### src/rtl/alu_operand_stage.sv
// Operand-fetch stage in front of the 16-bit ALU: register file, two-cycle single-port
// operand read (Rn then Rm), B shifter / source selects and a registered valid/ready output.
module alu_operand_stage #(
  parameter int unsigned DW   = 16,
  parameter int unsigned NREG = 8,
  localparam int unsigned AW  = $clog2(NREG)
) (
  input  logic          clk,
  input  logic          rst_n,
  input  logic          wr_en,
  input  logic [AW-1:0] wr_addr,
  input  logic [DW-1:0] wr_data,
  input  logic          req_valid,
  output logic          req_ready,
  input  logic [AW-1:0] req_rn,
  input  logic [AW-1:0] req_rm,
  input  logic [1:0]    req_shift,
  input  logic          req_asel,
  input  logic          req_bsel,
  input  logic [4:0]    req_imm5,
  input  logic [1:0]    req_aluop,
  output logic          out_valid,
  input  logic          out_ready,
  output logic [DW-1:0] Ain,
  output logic [DW-1:0] Bin,
  output logic [1:0]    ALUop
);

  typedef enum logic [1:0] {StIdle, StReadA, StReadB, StHold} state_e;

  state_e state_q, state_d;

  logic [DW-1:0] rf_q [NREG];
  logic [DW-1:0] rf_d [NREG];

  logic [AW-1:0] rn_q, rn_d, rm_q, rm_d;
  logic [1:0]    shift_q, shift_d, aluop_q, aluop_d;
  logic          asel_q, asel_d, bsel_q, bsel_d;
  logic [4:0]    imm5_q, imm5_d;
  logic [DW-1:0] a_reg_q, a_reg_d;
  logic [DW-1:0] ain_q, ain_d, bin_q, bin_d;
  logic [1:0]    alu_op_q, alu_op_d;
  logic          out_valid_q, out_valid_d;

  logic [AW-1:0] rd_addr;
  logic [DW-1:0] rd_data;
  logic [DW-1:0] shifted;

  // Reads index the post-write view so a same-edge write is seen (write-first).
  always_comb begin
    rf_d = rf_q;
    if (wr_en) rf_d[wr_addr] = wr_data;
  end

  assign rd_addr = (state_q == StReadA) ? rn_q : rm_q;
  assign rd_data = rf_d[rd_addr];

  always_comb begin
    unique case (shift_q)
      2'b01:   shifted = {rd_data[DW-2:0], 1'b0};
      2'b10:   shifted = {1'b0, rd_data[DW-1:1]};
      2'b11:   shifted = {rd_data[DW-1], rd_data[DW-1:1]};
      default: shifted = rd_data;
    endcase
  end

  // State register
  always_ff @(posedge clk or negedge rst_n) begin
    if (!rst_n) state_q <= StIdle;
    else        state_q <= state_d;
  end

  // Next-state logic
  always_comb begin
    state_d = state_q;
    unique case (state_q)
      StIdle:  if (req_valid) state_d = StReadA;
      StReadA: state_d = StReadB;
      StReadB: state_d = StHold;
      StHold:  if (out_ready) state_d = StIdle;
      default: state_d = StIdle;
    endcase
  end

  // Moore outputs
  always_comb begin
    req_ready = (state_q == StIdle);
  end

  // Datapath next-state
  always_comb begin
    rn_d        = rn_q;
    rm_d        = rm_q;
    shift_d     = shift_q;
    asel_d      = asel_q;
    bsel_d      = bsel_q;
    imm5_d      = imm5_q;
    aluop_d     = aluop_q;
    a_reg_d     = a_reg_q;
    ain_d       = ain_q;
    bin_d       = bin_q;
    alu_op_d    = alu_op_q;
    out_valid_d = out_valid_q;
    unique case (state_q)
      StIdle: begin
        if (req_valid) begin
          rn_d    = req_rn;
          rm_d    = req_rm;
          shift_d = req_shift;
          asel_d  = req_asel;
          bsel_d  = req_bsel;
          imm5_d  = req_imm5;
          aluop_d = req_aluop;
        end
      end
      StReadA: a_reg_d = rd_data;
      StReadB: begin
        ain_d       = asel_q ? '0 : a_reg_q;
        bin_d       = bsel_q ? {{(DW-5){1'b0}}, imm5_q} : shifted;
        alu_op_d    = aluop_q;
        out_valid_d = 1'b1;
      end
      StHold: if (out_ready) out_valid_d = 1'b0;
      default: ;
    endcase
  end

  always_ff @(posedge clk or negedge rst_n) begin
    if (!rst_n) begin
      for (int i = 0; i < int'(NREG); i++) rf_q[i] <= '0;
      rn_q        <= '0;
      rm_q        <= '0;
      shift_q     <= '0;
      asel_q      <= 1'b0;
      bsel_q      <= 1'b0;
      imm5_q      <= '0;
      aluop_q     <= '0;
      a_reg_q     <= '0;
      ain_q       <= '0;
      bin_q       <= '0;
      alu_op_q    <= '0;
      out_valid_q <= 1'b0;
    end else begin
      rf_q        <= rf_d;
      rn_q        <= rn_d;
      rm_q        <= rm_d;
      shift_q     <= shift_d;
      asel_q      <= asel_d;
      bsel_q      <= bsel_d;
      imm5_q      <= imm5_d;
      aluop_q     <= aluop_d;
      a_reg_q     <= a_reg_d;
      ain_q       <= ain_d;
      bin_q       <= bin_d;
      alu_op_q    <= alu_op_d;
      out_valid_q <= out_valid_d;
    end
  end

  assign out_valid = out_valid_q;
  assign Ain       = ain_q;
  assign Bin       = bin_q;
  assign ALUop     = alu_op_q;

endmodule
### config.mk
export PLATFORM = sky130hd
export DESIGN_NAME = alu_operand_stage
export DESIGN_NICKNAME = d
export VERILOG_FILES = /design/src/rtl/alu_operand_stage.sv
export SDC_FILE = /design/constraint.sdc
export NUM_CORES = 1
export LEC_CHECK = 0
export ABC_AREA = 1
export ABC_CLOCK_PERIOD_IN_PS = 4000
export CORE_AREA = 2 2 148 150
export DETAILED_ROUTE_END_ITERATION = 8
export DIE_AREA = 0 0 150 152
export GPL_TIMING_DRIVEN = 0
export MAX_ROUTING_LAYER = met4
export SYNTH_ARGS = -nofsm -noshare
export SYNTH_HDL_FRONTEND = slang
export SYNTH_SLANG_ARGS = --single-unit
### constraint.sdc
create_clock -name clk -period 4 [get_ports clk]
set_input_delay 0.8 -clock clk [delete_from_list [all_inputs] [get_ports clk]]
set_output_delay 0.8 -clock clk [all_outputs]
set_load 0.02 [all_outputs]
# == Word-level counts from Yosys, hierarchy flattened ==
# Index checks and enable logic that the tools add are counted.
# totals
register_bits,198
in_bits,41
out_inout_bits,36
elab_cells,56
# classes
n_lt_le_gt_ge,3
n_eq_ne,8
mux,16
bitwise,2
reduce_logical,6
# ops
cell,count
$bwmux W128,1
$mux W128,1
$mux W16,5
$bmux W16 S3,1
$demux W16 S3,1
$pmux W16 S3,1
$eq A2 B2 Y1 const B,4
$ge A4 B4 Y1 const B,2
$not A3 Y4,2
$pmux W2 S4,1
$reduce_and A2 Y1,3
$eq A2 B1 Y1 const B,2
$lt A4 B1 Y1 const B,1
$mux W2,2
$ne A2 B2 Y1 const B,2
$mux W3,1
$logic_not A2 Y1,1
$pmux W1 S2,1
$reduce_bool A2 Y1,1
$logic_and A1 B1 Y1,1
$mux W1,1

# == Longest topological paths before layout ==
# Gate-level depths: netlist of the first run.
# depth
depth_word,12
depth_mapped,16
mapped_depth_nobuf,14

# == Worst setup path after synthesis of the first run ==
# No wires, ideal clock.
# synth_timing
kind,input to register
from,input wr_en
to,register bin_q[3] (netlist: Bin[3])
setup_ns,0.120
arrival_ns,2.049
required_time_ns,3.880
slack_ns,1.830
path_stages,13
n_path_buf,2
path_cell_list,inv_1 > nor2_4 > buf_2 > nand2_2 > buf_2 > nand2_1 > nand3_1 > nand3_1 > nand3_1 > nand3_1 > nand2_1 > o21ai_1 > nand2_1
# synth_via
elab_chain_cells,6
# synth_lines
element,line,text
from (decl),10,"input logic wr_en,"
$mux W128,52,if (wr_en) rf_d[wr_addr] = wr_data;
$bmux W16 S3,56,assign rd_data = rf_d[rd_addr];
$mux W16 (not written as such) (2 in series),56,
$pmux W16 S3,59,unique case (shift_q)
$mux W16,119,"bin_d = bsel_q ? {{(DW-5){1'b0}}, imm5_q} : shifted;"
to (signal assigned),154,bin_q <= bin_d;
to (decl),41,"logic [DW-1:0] ain_q, ain_d, bin_q, bin_d;"
# No other way between the ends. The select of a mux whose other input is x is not followed.
# A chain may end at the register's enable or synchronous reset.

# == Worst setup path after layout of the first run ==
# layout_timing
from,register state_q[1]
to,register bin_q[2] (netlist: Bin[2])
# layout_via
elab_chain_cells,8
word_cells_on_any_way,9
classes_between,eq/ne: 2; mux: 6; bitwise: 1
# layout_lines
element,line,text
from (decl),31,"state_e state_q, state_d;"
from (signal assigned),69,if (!rst_n) state_q <= StIdle;
from (signal assigned),70,else state_q <= state_d;
$eq A2 B1 Y1,55,assign rd_addr = (state_q == StReadA) ? rn_q : rm_q;
$mux W3,55,
$not A3 Y4 (not written as such),56,
$bmux W16 S3,56,
$mux W16 (not written as such) (2 in series),56,
$pmux W16 S3,59,
$mux W16,119,
# Several ways; a longest one is shown, not always the timed one. The select of a mux whose other input is x is not followed.

==> flow_summary.yaml, run 1 <==
status:
  outcome: "complete, no violations"
drt:
  via_count: 8544
  drt_pre_antenna_iters: 5
  detail_route.wirelength_mm: 27.4
  detail_routed_net_length_per_standard_cell_microns: 17.4
  vias_per_cell: 5.42
  drt-initial-drc-count: 720
  route.detailed.drc: 0
  ant_nets: 0
clock_tree:
  cts_tree: "yes"
  cts-root-buf: "sky130_fd_sc_hd__clkbuf_16"
  clock_tree.buffer_depth: 2
  cts_num_sinks: 198
  inserted_clock_buffers: 17
  clk_pin_slew_ps: 70
  postCtsSetupRepairBufs: 0
  h-tree-depth: 4
  clkLatencyLatePin_ps: 430
  cts_hold_repair.buffers: 0
  cts_resized: 0
sta:
  unrepaired_setup_endpoints_after_global_routing: "no"
  post-route-period-util_pct: 76.4
  tns_ps: 0
  final-hold-violation-count: 0
  worst_slew_margin_rel_pct: 51.0
  setup_viol: 0
  timing.clock.skew_ps: 9.93
  fmax_mhz: 327
  min_period_ps: 3060
  finalMaxSlewViolations: 0
  worst_pin_slew_ps: 733
  layout_setup_ws_ps: 943
grt:
  grtUsageTotal_pct: 26.1
  grt_pass1_wl_mm: 44.7
  maximum_number_of_pins_on_one_net_before_global_route_repair: 86
  globalRoute.totalOverflow: 0
  first_global_vias: 8375
  grt_antenna_before_repair: 0
floorplanning:
  io_pins: 77
  start_util_pct: 44.0
  die_area_sq_um: 22800
  rows: 54
  horizontal_die_dimension_microns: 150
  core_area_sq_um: 21400
  floorplan.die.height_microns: 152
logic_synthesis:
  netlist-cell-type-count: 24
  yosys-top-cells-area: "sky130_fd_sc_hd__dfrtp_1, sky130_fd_sc_hd__nand2_1, sky130_fd_sc_hd__nand3_1"
  yosys.area.top_type_share_pct: 52.8
  synth_seq_cells: 198
  synth-edff-count: 0
  post_synth_instance_area_sq_um: 9390
  seq_area_frac_synth_pct: 52.8
  mappedNetlistNets: 1247
  synthCells: 1202
  yosys.area.top_type: "sky130_fd_sc_hd__dfrtp_1"
  ys_warn_count: 0
  syn-mean-instance-area_sq_um: 7.81
  postSynth.topFlopCell: "sky130_fd_sc_hd__dfrtp_1"
  ys_async_sr_fraction_pct: 100
critical_path:
  setup.worst_path.end_class: "register"
  cp.required_ps: 4320
  worstSetupPathType: "reg -> reg"
  path_max_fanout: 10
  timing.critical_path.arrival_ps: 3380
  start_kind: "register"
finish:
  finish.net_count: 1329
  drive_gt1_share_pct: 7.03
  syn_to_final_growth_pct: 17.6
  antenna_cells: 0
  layout.cells.non_filler: 1575
pwr:
  p_per_area_nw_per_um2: 832
  total_power_mw: 9.18
  irDropWorstVdd_mv: 0.386
  leakagePower_nw: 5.61
placement:
  post-place-cells: 1545
  gp_congestion: 0.888
  dp_hpwl_mm: 18.9
  count_of_input_and_output_buffers: 61
  placement.setup.worst_slack_ps: 682
flow_run:
  drv_cap: 0
hold_path:
  holdCritPathClass: "in -> async"
[cell usage in the layout (no fill, tap or decap), drive strengths merged, types with 2 or more instances in the layout]
cell,netlist,layout
a21oi,16,16
buf,31,34
bufinv,0,5
clkbuf,43,62
clkdlybuf4s50,0,60
clkinv,0,2
clkinvlp,0,3
dfrtp,198,198
ha,4,4
inv,49,50
mux2,8,8
nand2,473,473
nand3,289,289
nor2,27,27
o211ai,7,7
o21ai,52,52
[cell type report]
| class | count | area, sq um |
|---|---|---|
| buffer | 74 | 319 |
| clock buffer | 19 | 433 |
| clock inverter | 11 | 201 |
| fill | 2109 | 10300 |
| inverter | 49 | 184 |
| multi-input combinational | 881 | 3930 |
| sequential | 198 | 4950 |
| tap | 280 | 350 |
| timing repair buffer | 63 | 671 |
[final timing paths]
kind | start | end | slack, ps | depth (start not counted)
setup / recovery | state_q[1] | Bin[2] | 940 | 12
hold / removal | rst_n | rf_q[90] | 220 | 1
setup reg to reg | state_q[1] | Bin[2] | 940 | 12
hold reg to reg | rf_q[1] | rf_q[1] | 470 | 2
max in group asynchronous | rst_n | rf_q[117] | 2630 | 3
min in group clk | rf_q[1] | rf_q[1] | 470 | 2
[sequential cells by signal, indices dropped and copies added, names as in the netlist]
name	flops
bsel_q	1
rn_q	3
rm_q	3
asel_q	1
Bin	16
imm5_q	5
Ain	16
a_reg_q	16
out_valid	1
shift_q	2
state_q	2
ALUop	2
rf_q	128
aluop_q	2
[metal layers]
layer  up-vias  share of wire [%]  wire length, microns  global-route usage, %
met5         -                  0                     0                      -
met4         0                3.4                   918                   10.2
met3        57                5.4                  1480                   3.51
met2       310                 47                 12900                   39.4
met1      4088                 44                 12100                   35.9
li1       4089                  -                     -                      -
[worst max-delay path: stages (launching register included)]
cell	delay, ps
sky130_fd_sc_hd__dfrtp_1	380
sky130_fd_sc_hd__inv_1	80
sky130_fd_sc_hd__ha_1	190
sky130_fd_sc_hd__buf_2	200
sky130_fd_sc_hd__o21ai_1	560
sky130_fd_sc_hd__inv_1	270
sky130_fd_sc_hd__clkbuf_1	350
sky130_fd_sc_hd__nand3_1	220
sky130_fd_sc_hd__nand3_1	240
sky130_fd_sc_hd__nand3_1	190
sky130_fd_sc_hd__nand2_1	80
sky130_fd_sc_hd__o21ai_1	110
sky130_fd_sc_hd__nand2_1	60
[kinds of logic (layout without fill, tap and decap cells)]
kind of cell	count (synthesis)	after routing	share of synthesized area [%]
multiplexers	8	8	0.960
adder cells (fa/ha/maj)	4	4	0.533
buffers and inverters	123	216	5.36
AO/OA/AOI/OAI	77	77	4.35
XOR/XNOR	1	1	0.0933
AND/OR/NAND/NOR	791	791	35.9
flip-flops	198	198	52.8
[synthesized netlist by cell type (2+ instances only)]
master	instances
sky130_fd_sc_hd__a21oi_1	16
sky130_fd_sc_hd__buf_1	7
sky130_fd_sc_hd__buf_2	24
sky130_fd_sc_hd__clkbuf_1	34
sky130_fd_sc_hd__clkbuf_2	9
sky130_fd_sc_hd__dfrtp_1	198
sky130_fd_sc_hd__ha_1	4
sky130_fd_sc_hd__inv_1	42
sky130_fd_sc_hd__inv_2	7
sky130_fd_sc_hd__mux2_2	8
sky130_fd_sc_hd__nand2_1	467
sky130_fd_sc_hd__nand2_2	6
sky130_fd_sc_hd__nand3_1	289
sky130_fd_sc_hd__nor2_1	22
sky130_fd_sc_hd__nor2_2	3
sky130_fd_sc_hd__nor2_4	2
sky130_fd_sc_hd__o211ai_1	7
sky130_fd_sc_hd__o21ai_0	40
sky130_fd_sc_hd__o21ai_1	12
[report_power, final]
group	switching, mW	leakage, nW	total (mW)	internal (mW)
combinational	3.01	2.83	4.50	1.49
sequential	0.219	2.48	2.79	2.57
clock	0.785	0.297	1.90	1.11
[through the flow]
step	utilization, %	hold slack, ps	cell area, sq um
final	51.7	225	11000
after global routing	51.7	236	11000
after CTS	51.7	230	11000
after detailed placement	48.7	454	10400
after global placement	48.5	447	10300
after floorplan	-	437	9390
Power figures use the tool's default switching activity.
==> run 2, diff against run 1 <==
--- a/config.mk
+++ b/config.mk
@@ -6,7 +6,7 @@
 export NUM_CORES = 1
 export LEC_CHECK = 0
 export ABC_AREA = 1
-export ABC_CLOCK_PERIOD_IN_PS = 4000
+export ABC_CLOCK_PERIOD_IN_PS = 2990
 export CORE_AREA = 2 2 148 150
 export DETAILED_ROUTE_END_ITERATION = 8
 export DIE_AREA = 0 0 150 152
==> constraint.sdc (replaced) <==
create_clock -name clk -period 2.99 [get_ports clk]
set_input_delay 0.598 -clock clk [delete_from_list [all_inputs] [get_ports clk]]
set_output_delay 0.598 -clock clk [all_outputs]
set_load 0.02 [all_outputs]
==> run 2 against run 1 <==
Wire length is essentially flat; register-to-register slack lost 720 ps; critical path depth grew 1; largest power group unchanged; sequential share of layout area decreased by 0.086 points; via count is 0.55% lower; largest cell class unchanged; maximum frequency rose by 10%.
==> flow_summary.yaml, run 2 (same netlist as run 1, synthesis figures left out) <==
critical_path:
  worstSetupPathType: "reg -> reg"
  setup.worst_path.end_class: "register"
  timing.critical_path.buf_inv: 4
  regToRegStartpoint: "state_q[1]"
  cp_slowest_cell: "sky130_fd_sc_hd__dfrtp_1"
  path_delay_family: "simple AND/OR/NAND/NOR gates"
  cp.required_ps: 3320
  path_max_fanout: 10
  critical_path.cell_chain: "inv_1 -> ha_1 -> buf_2 -> nand2_1 -> o21ai_4 -> inv_1 -> clkbuf_1 -> nand3_1 -> nand3_1 -> nand3_1 -> nand2_1 -> o21ai_1 -> nand2_1"
  timing.critical_path.arrival_ps: 3100
  r2r_setup_slack_ps: 220
  critPathMaxStageDelay_ps: 410
  crit-reg2reg-capture: "Bin[2]"
  worst-r2r-cell-count: 13
  start_kind: "register"
clock_tree:
  clock_tree.buffer_depth: 2
  cts-root-buf: "sky130_fd_sc_hd__clkbuf_16"
  cts_hold_repair.buffers: 0
  clkLatencyLatePin_ps: 440
  clk_pin_slew_ps: 70
  inserted_clock_buffers: 17
  cts_tree: "yes"
  cts_num_sinks: 198
  h-tree-depth: 4
  postCtsSetupRepairBufs: 0
drt:
  drt-initial-drc-count: 686
  route.detailed.drc: 0
  ant_nets: 0
  detail_route.wirelength_mm: 27.4
  via_count: 8497
  detail_routed_net_length_per_standard_cell_microns: 17.4
  vias_per_cell: 5.39
  drt_pre_antenna_iters: 5
pwr:
  p_per_area_nw_per_um2: 1110
  leakagePower_nw: 5.63
  irDropWorstVdd_mv: 0.487
floorplanning:
  start_util_pct: 44.0
  horizontal_die_dimension_microns: 150
  core_area_sq_um: 21400
  die_area_sq_um: 22800
  floorplan.die.height_microns: 152
  io_pins: 77
  rows: 54
placement:
  count_of_input_and_output_buffers: 61
  gp_congestion: 0.888
  post_dp_cell_area_sq_um: 10400
  dp_hpwl_mm: 18.9
finish:
  syn_to_final_growth_pct: 17.9
  fin_area_sq_um: 11100
  largest_register: "rf_q"
  layout_commonest_cell: "sky130_fd_sc_hd__nand2_1"
  antenna_cells: 0
  final_cell_mix: "sky130_fd_sc_hd__nand2_1, sky130_fd_sc_hd__nand3_1, sky130_fd_sc_hd__dfrtp_1"
  drive_gt1_share_pct: 7.57
  finish.net_count: 1329
  largest_register_ffs: 128
  post-route-util_pct: 51.8
  fill_count: 2108
grt:
  use_met3_pct: 3.51
  grt.busiest_layer: "met2"
  gr-usage-met2_pct: 39.4
  grt_antenna_before_repair: 0
  grt_util_met1_pct: 35.9
  grtUsageTotal_pct: 26.1
  grt_pass1_wl_mm: 44.7
  first_global_vias: 8375
  maximum_number_of_pins_on_one_net_before_global_route_repair: 86
  globalRoute.totalOverflow: 0
status:
  outcome: "complete, no violations"
hold_path:
  holdCritPathClass: "in -> async"
flow_run:
  drv_cap: 0
sta:
  finalMaxSlewViolations: 0
  unrepaired_setup_endpoints_after_global_routing: "no"
  fmax_mhz: 361
  final-hold-violation-count: 0
  timing.clock.skew_ps: 9.39
  worst_pin_slew_ps: 710
  timing.hold.ws_ps: 21.7
  min_period_ps: 2770
  worst_slew_margin_rel_pct: 52.5
  setup_viol: 0
  post-route-period-util_pct: 92.7
[run 2: cell count changes in the layout (fill, tap and decap cells not counted), sizes merged]
| cell | delta |
|---|---|
| clkbuf | +3 |
| buf | -3 |
[run 2: metal layers]
layer | vias up | share of wire, %
met3 | 51 | 4.4
li1 | 4080 | -
met4 | 0 | 3.2
met2 | 261 | 47
met5 | - | 0
met1 | 4105 | 45
[run 2: cell type report]
type,instances,area [sq um],area share [%]
clock buffer,19,433,3.91
inverter,49,184,1.66
clock inverter,11,201,1.82
sequential,198,4950,44.8
tap,280,350,3.17
multi-input combinational,881,3940,35.6
buffer,74,329,2.97
timing repair buffer,63,671,6.06
[run 2: how the worst max path moves through the flow]
stage | from | endpoint | slack [ps] | depth (start not counted)
2_1_floorplan | state_q[1] | Bin[2] | 940 | 14
3_3_place_gp | rst_n | rn_q[0] | -7370 | 1
3_5_place_dp | wr_addr[2] | Bin[9] | -130 | 12
4_1_cts | state_q[1] | Bin[8] | 90 | 14
5_1_grt | state_q[1] | Bin[0] | 30 | 15
6_report | state_q[1] | Bin[2] | 220 | 13
[run 2: power breakdown]
part           internal [mW]  leakage [nW]  switching (mW)
combinational           2.02          2.85            4.03
clock                   1.49         0.297            1.05
sequential              3.44          2.48           0.292
[run 2: worst register-to-register path: stages (launching register included)]
cell,delay [ps]
sky130_fd_sc_hd__dfrtp_1,410
sky130_fd_sc_hd__inv_1,100
sky130_fd_sc_hd__ha_1,170
sky130_fd_sc_hd__buf_2,250
sky130_fd_sc_hd__nand2_1,150
sky130_fd_sc_hd__o21ai_4,150
sky130_fd_sc_hd__inv_1,200
sky130_fd_sc_hd__clkbuf_1,320
sky130_fd_sc_hd__nand3_1,220
sky130_fd_sc_hd__nand3_1,250
sky130_fd_sc_hd__nand3_1,190
sky130_fd_sc_hd__nand2_1,80
sky130_fd_sc_hd__o21ai_1,120
sky130_fd_sc_hd__nand2_1,60
[run 2: per-stage QoR]
step	cells	worst slack (ps)	setup TNS [ps]	total power, mW
floorplan	1202	944	0	7.64
global placement	1543	-7370	-1455860	9.67
detailed placement	1545	-126	-1210	9.75
CTS	1575	92.7	0	12.3
global route	1575	32.6	0	13.2
finish	1575	219	0	12.3
[run 2: what timing repair did]
action / 4_1_cts / 5_1_grt
resized for setup: 1 / 12
cloned: 0 / 0
endpoints found under the setup margin: 4 / 16
==> run 3, diff against run 2 <==
--- a/config.mk
+++ b/config.mk
@@ -10,7 +10,6 @@
 export CORE_AREA = 2 2 148 150
 export DETAILED_ROUTE_END_ITERATION = 8
 export DIE_AREA = 0 0 150 152
-export GPL_TIMING_DRIVEN = 0
 export MAX_ROUTING_LAYER = met4
 export SYNTH_ARGS = -nofsm -noshare
 export SYNTH_HDL_FRONTEND = slang
==> run 3 against run 2 <==
Setup slack better by 45 ps; utilization grew 0.18 points; wire length decreased by 5.6%; combinational power is 3.8% lower; sequential power grew 1%; hold slack gained 110 ps; first-iteration DRC count fell by 17%; clock skew fell by 0.58 ps; largest power group unchanged; via count fell by 3.3%; critical path type unchanged.
==> flow_summary.yaml, run 3 (same netlist as run 1, synthesis figures left out) <==
status:
  outcome: "complete, no violations"
grt:
  grt_pass1_wl_mm: 43.5
  grt_antenna_before_repair: 0
  grtUsageTotal_pct: 25.0
  first_global_vias: 8130
  globalRoute.totalOverflow: 0
  maximum_number_of_pins_on_one_net_before_global_route_repair: 67
finish:
  layout_commonest_cell: "sky130_fd_sc_hd__nand2_1"
  antenna_cells: 0
  largest_register_ffs: 128
  syn_to_final_growth_pct: 18.3
  largest_register: "rf_q"
  finish.net_count: 1298
  fill_count: 2140
  final_cell_mix: "sky130_fd_sc_hd__nand2_1, sky130_fd_sc_hd__nand3_1, sky130_fd_sc_hd__dfrtp_1"
  drive_gt1_share_pct: 7.11
sta:
  final-hold-violation-count: 0
  fmax_mhz: 367
  min_period_ps: 2730
  worst_pin_slew_ps: 839
  finalMaxSlewViolations: 0
  post-route-period-util_pct: 91.2
  unrepaired_setup_endpoints_after_global_routing: "no"
  worst_slew_margin_rel_pct: 43.9
  tns_ps: 0
  setup_viol: 0
  timing.hold.ws_ps: 128
  layout_setup_ws_ps: 264
  timing.clock.skew_ps: 8.81
floorplanning:
  horizontal_die_dimension_microns: 150
  io_pins: 77
  rows: 54
  core_area_sq_um: 21400
  die_area_sq_um: 22800
  start_util_pct: 44.0
  floorplan.die.height_microns: 152
clock_tree:
  inserted_clock_buffers: 17
  cts-root-buf: "sky130_fd_sc_hd__clkbuf_16"
  clkLatencyLatePin_ps: 430
  h-tree-depth: 4
  cts_resized: 0
  postCtsSetupRepairBufs: 0
  cts_hold_repair.buffers: 0
  clk_pin_slew_ps: 70
  cts_num_sinks: 198
  cts_tree: "yes"
  clock_tree.buffer_depth: 2
drt:
  via_count: 8216
  drt_pre_antenna_iters: 5
  route.detailed.drc: 0
  ant_nets: 0
  detail_route.wirelength_mm: 25.9
  vias_per_cell: 5.32
  drt-initial-drc-count: 570
  detail_routed_net_length_per_standard_cell_microns: 16.8
placement:
  count_of_input_and_output_buffers: 76
  dp_hpwl_mm: 17.1
  placement.setup.worst_slack_ps: 33.7
  gp_congestion: 0.843
critical_path:
  worst-r2r-cell-count: 12
  crit-reg2reg-capture: "Bin[9]"
  path_max_fanout: 22
  worstSetupPathType: "reg -> reg"
  timing.critical_path.arrival_ps: 3090
  cp.required_ps: 3360
  setup.worst_path.end_class: "register"
  start_kind: "register"
  r2r_setup_slack_ps: 260
  regToRegStartpoint: "state_q[1]"
pwr:
  total_power_mw: 12.0
  leakagePower_nw: 5.64
  p_per_area_nw_per_um2: 1080
  irDropWorstVdd_mv: 0.907
hold_path:
  holdCritPathClass: "in -> async"
flow_run:
  drv_cap: 0
==> run 3: critical path, cell delays in order (launching register included) <==
cell and delay, ps:
sky130_fd_sc_hd__dfrtp_1 370, sky130_fd_sc_hd__inv_1 80, sky130_fd_sc_hd__ha_1 300, sky130_fd_sc_hd__o21ai_4 530, sky130_fd_sc_hd__inv_2 310, sky130_fd_sc_hd__buf_12 250
sky130_fd_sc_hd__nand3_1 90, sky130_fd_sc_hd__nand3_1 110, sky130_fd_sc_hd__nand3_1 230, sky130_fd_sc_hd__nand3_1 120, sky130_fd_sc_hd__nand3_1 120, sky130_fd_sc_hd__nand2_1 60
sky130_fd_sc_hd__nand2_1 80
==> run 3: area by class of cell <==
cell class	count	area [sq um]	area share, %
Clock buffer	20	457	4.11
Timing Repair Buffer	106	1060	9.59
Clock inverter	11	148	1.33
Tap cell	280	350	3.16
Inverter	49	184	1.66
Sequential cell	198	4950	44.6
Multi-Input combinational cell	881	3940	35.5
==> run 3: worst max path at each step <==
stage / start / end
2_1_floorplan: state_q[1] / Bin[2]
3_3_place_gp: wr_addr[0] / Bin[12]
3_5_place_dp: wr_addr[1] / Bin[9]
4_1_cts: state_q[1] / Bin[13]
5_1_grt: state_q[1] / Bin[9]
6_report: state_q[1] / Bin[9]
==> run 3: metrics by stage <==
stage,instance area (sq um),utilization (%),cells
after detailed placement,10500,49.2,1514
after CTS,11100,52.0,1545
after global placement,10500,49.2,1514
after global routing,11100,52.0,1545
final,11100,52.0,1545
after floorplan,9390,-,1202
==> run 3: power by group <==
group	switching [mW]	internal [mW]
Combinational	3.76	2.06
Clock	1.02	1.36
Sequential	0.341	3.44
Total	5.13	6.87
==> run 3: routing by layer <==
| metal | wire length (microns) | vias to the layer above | GRT usage (%) |
|---|---|---|---|
| met3 | 1020 | 25 | 3.93 |
| met1 | 11700 | 3964 | 33.4 |
| met5 | 0 | - | - |
| li1 | - | 4025 | - |
| met4 | 469 | 0 | 7.19 |
| met2 | 12800 | 202 | 39.5 |
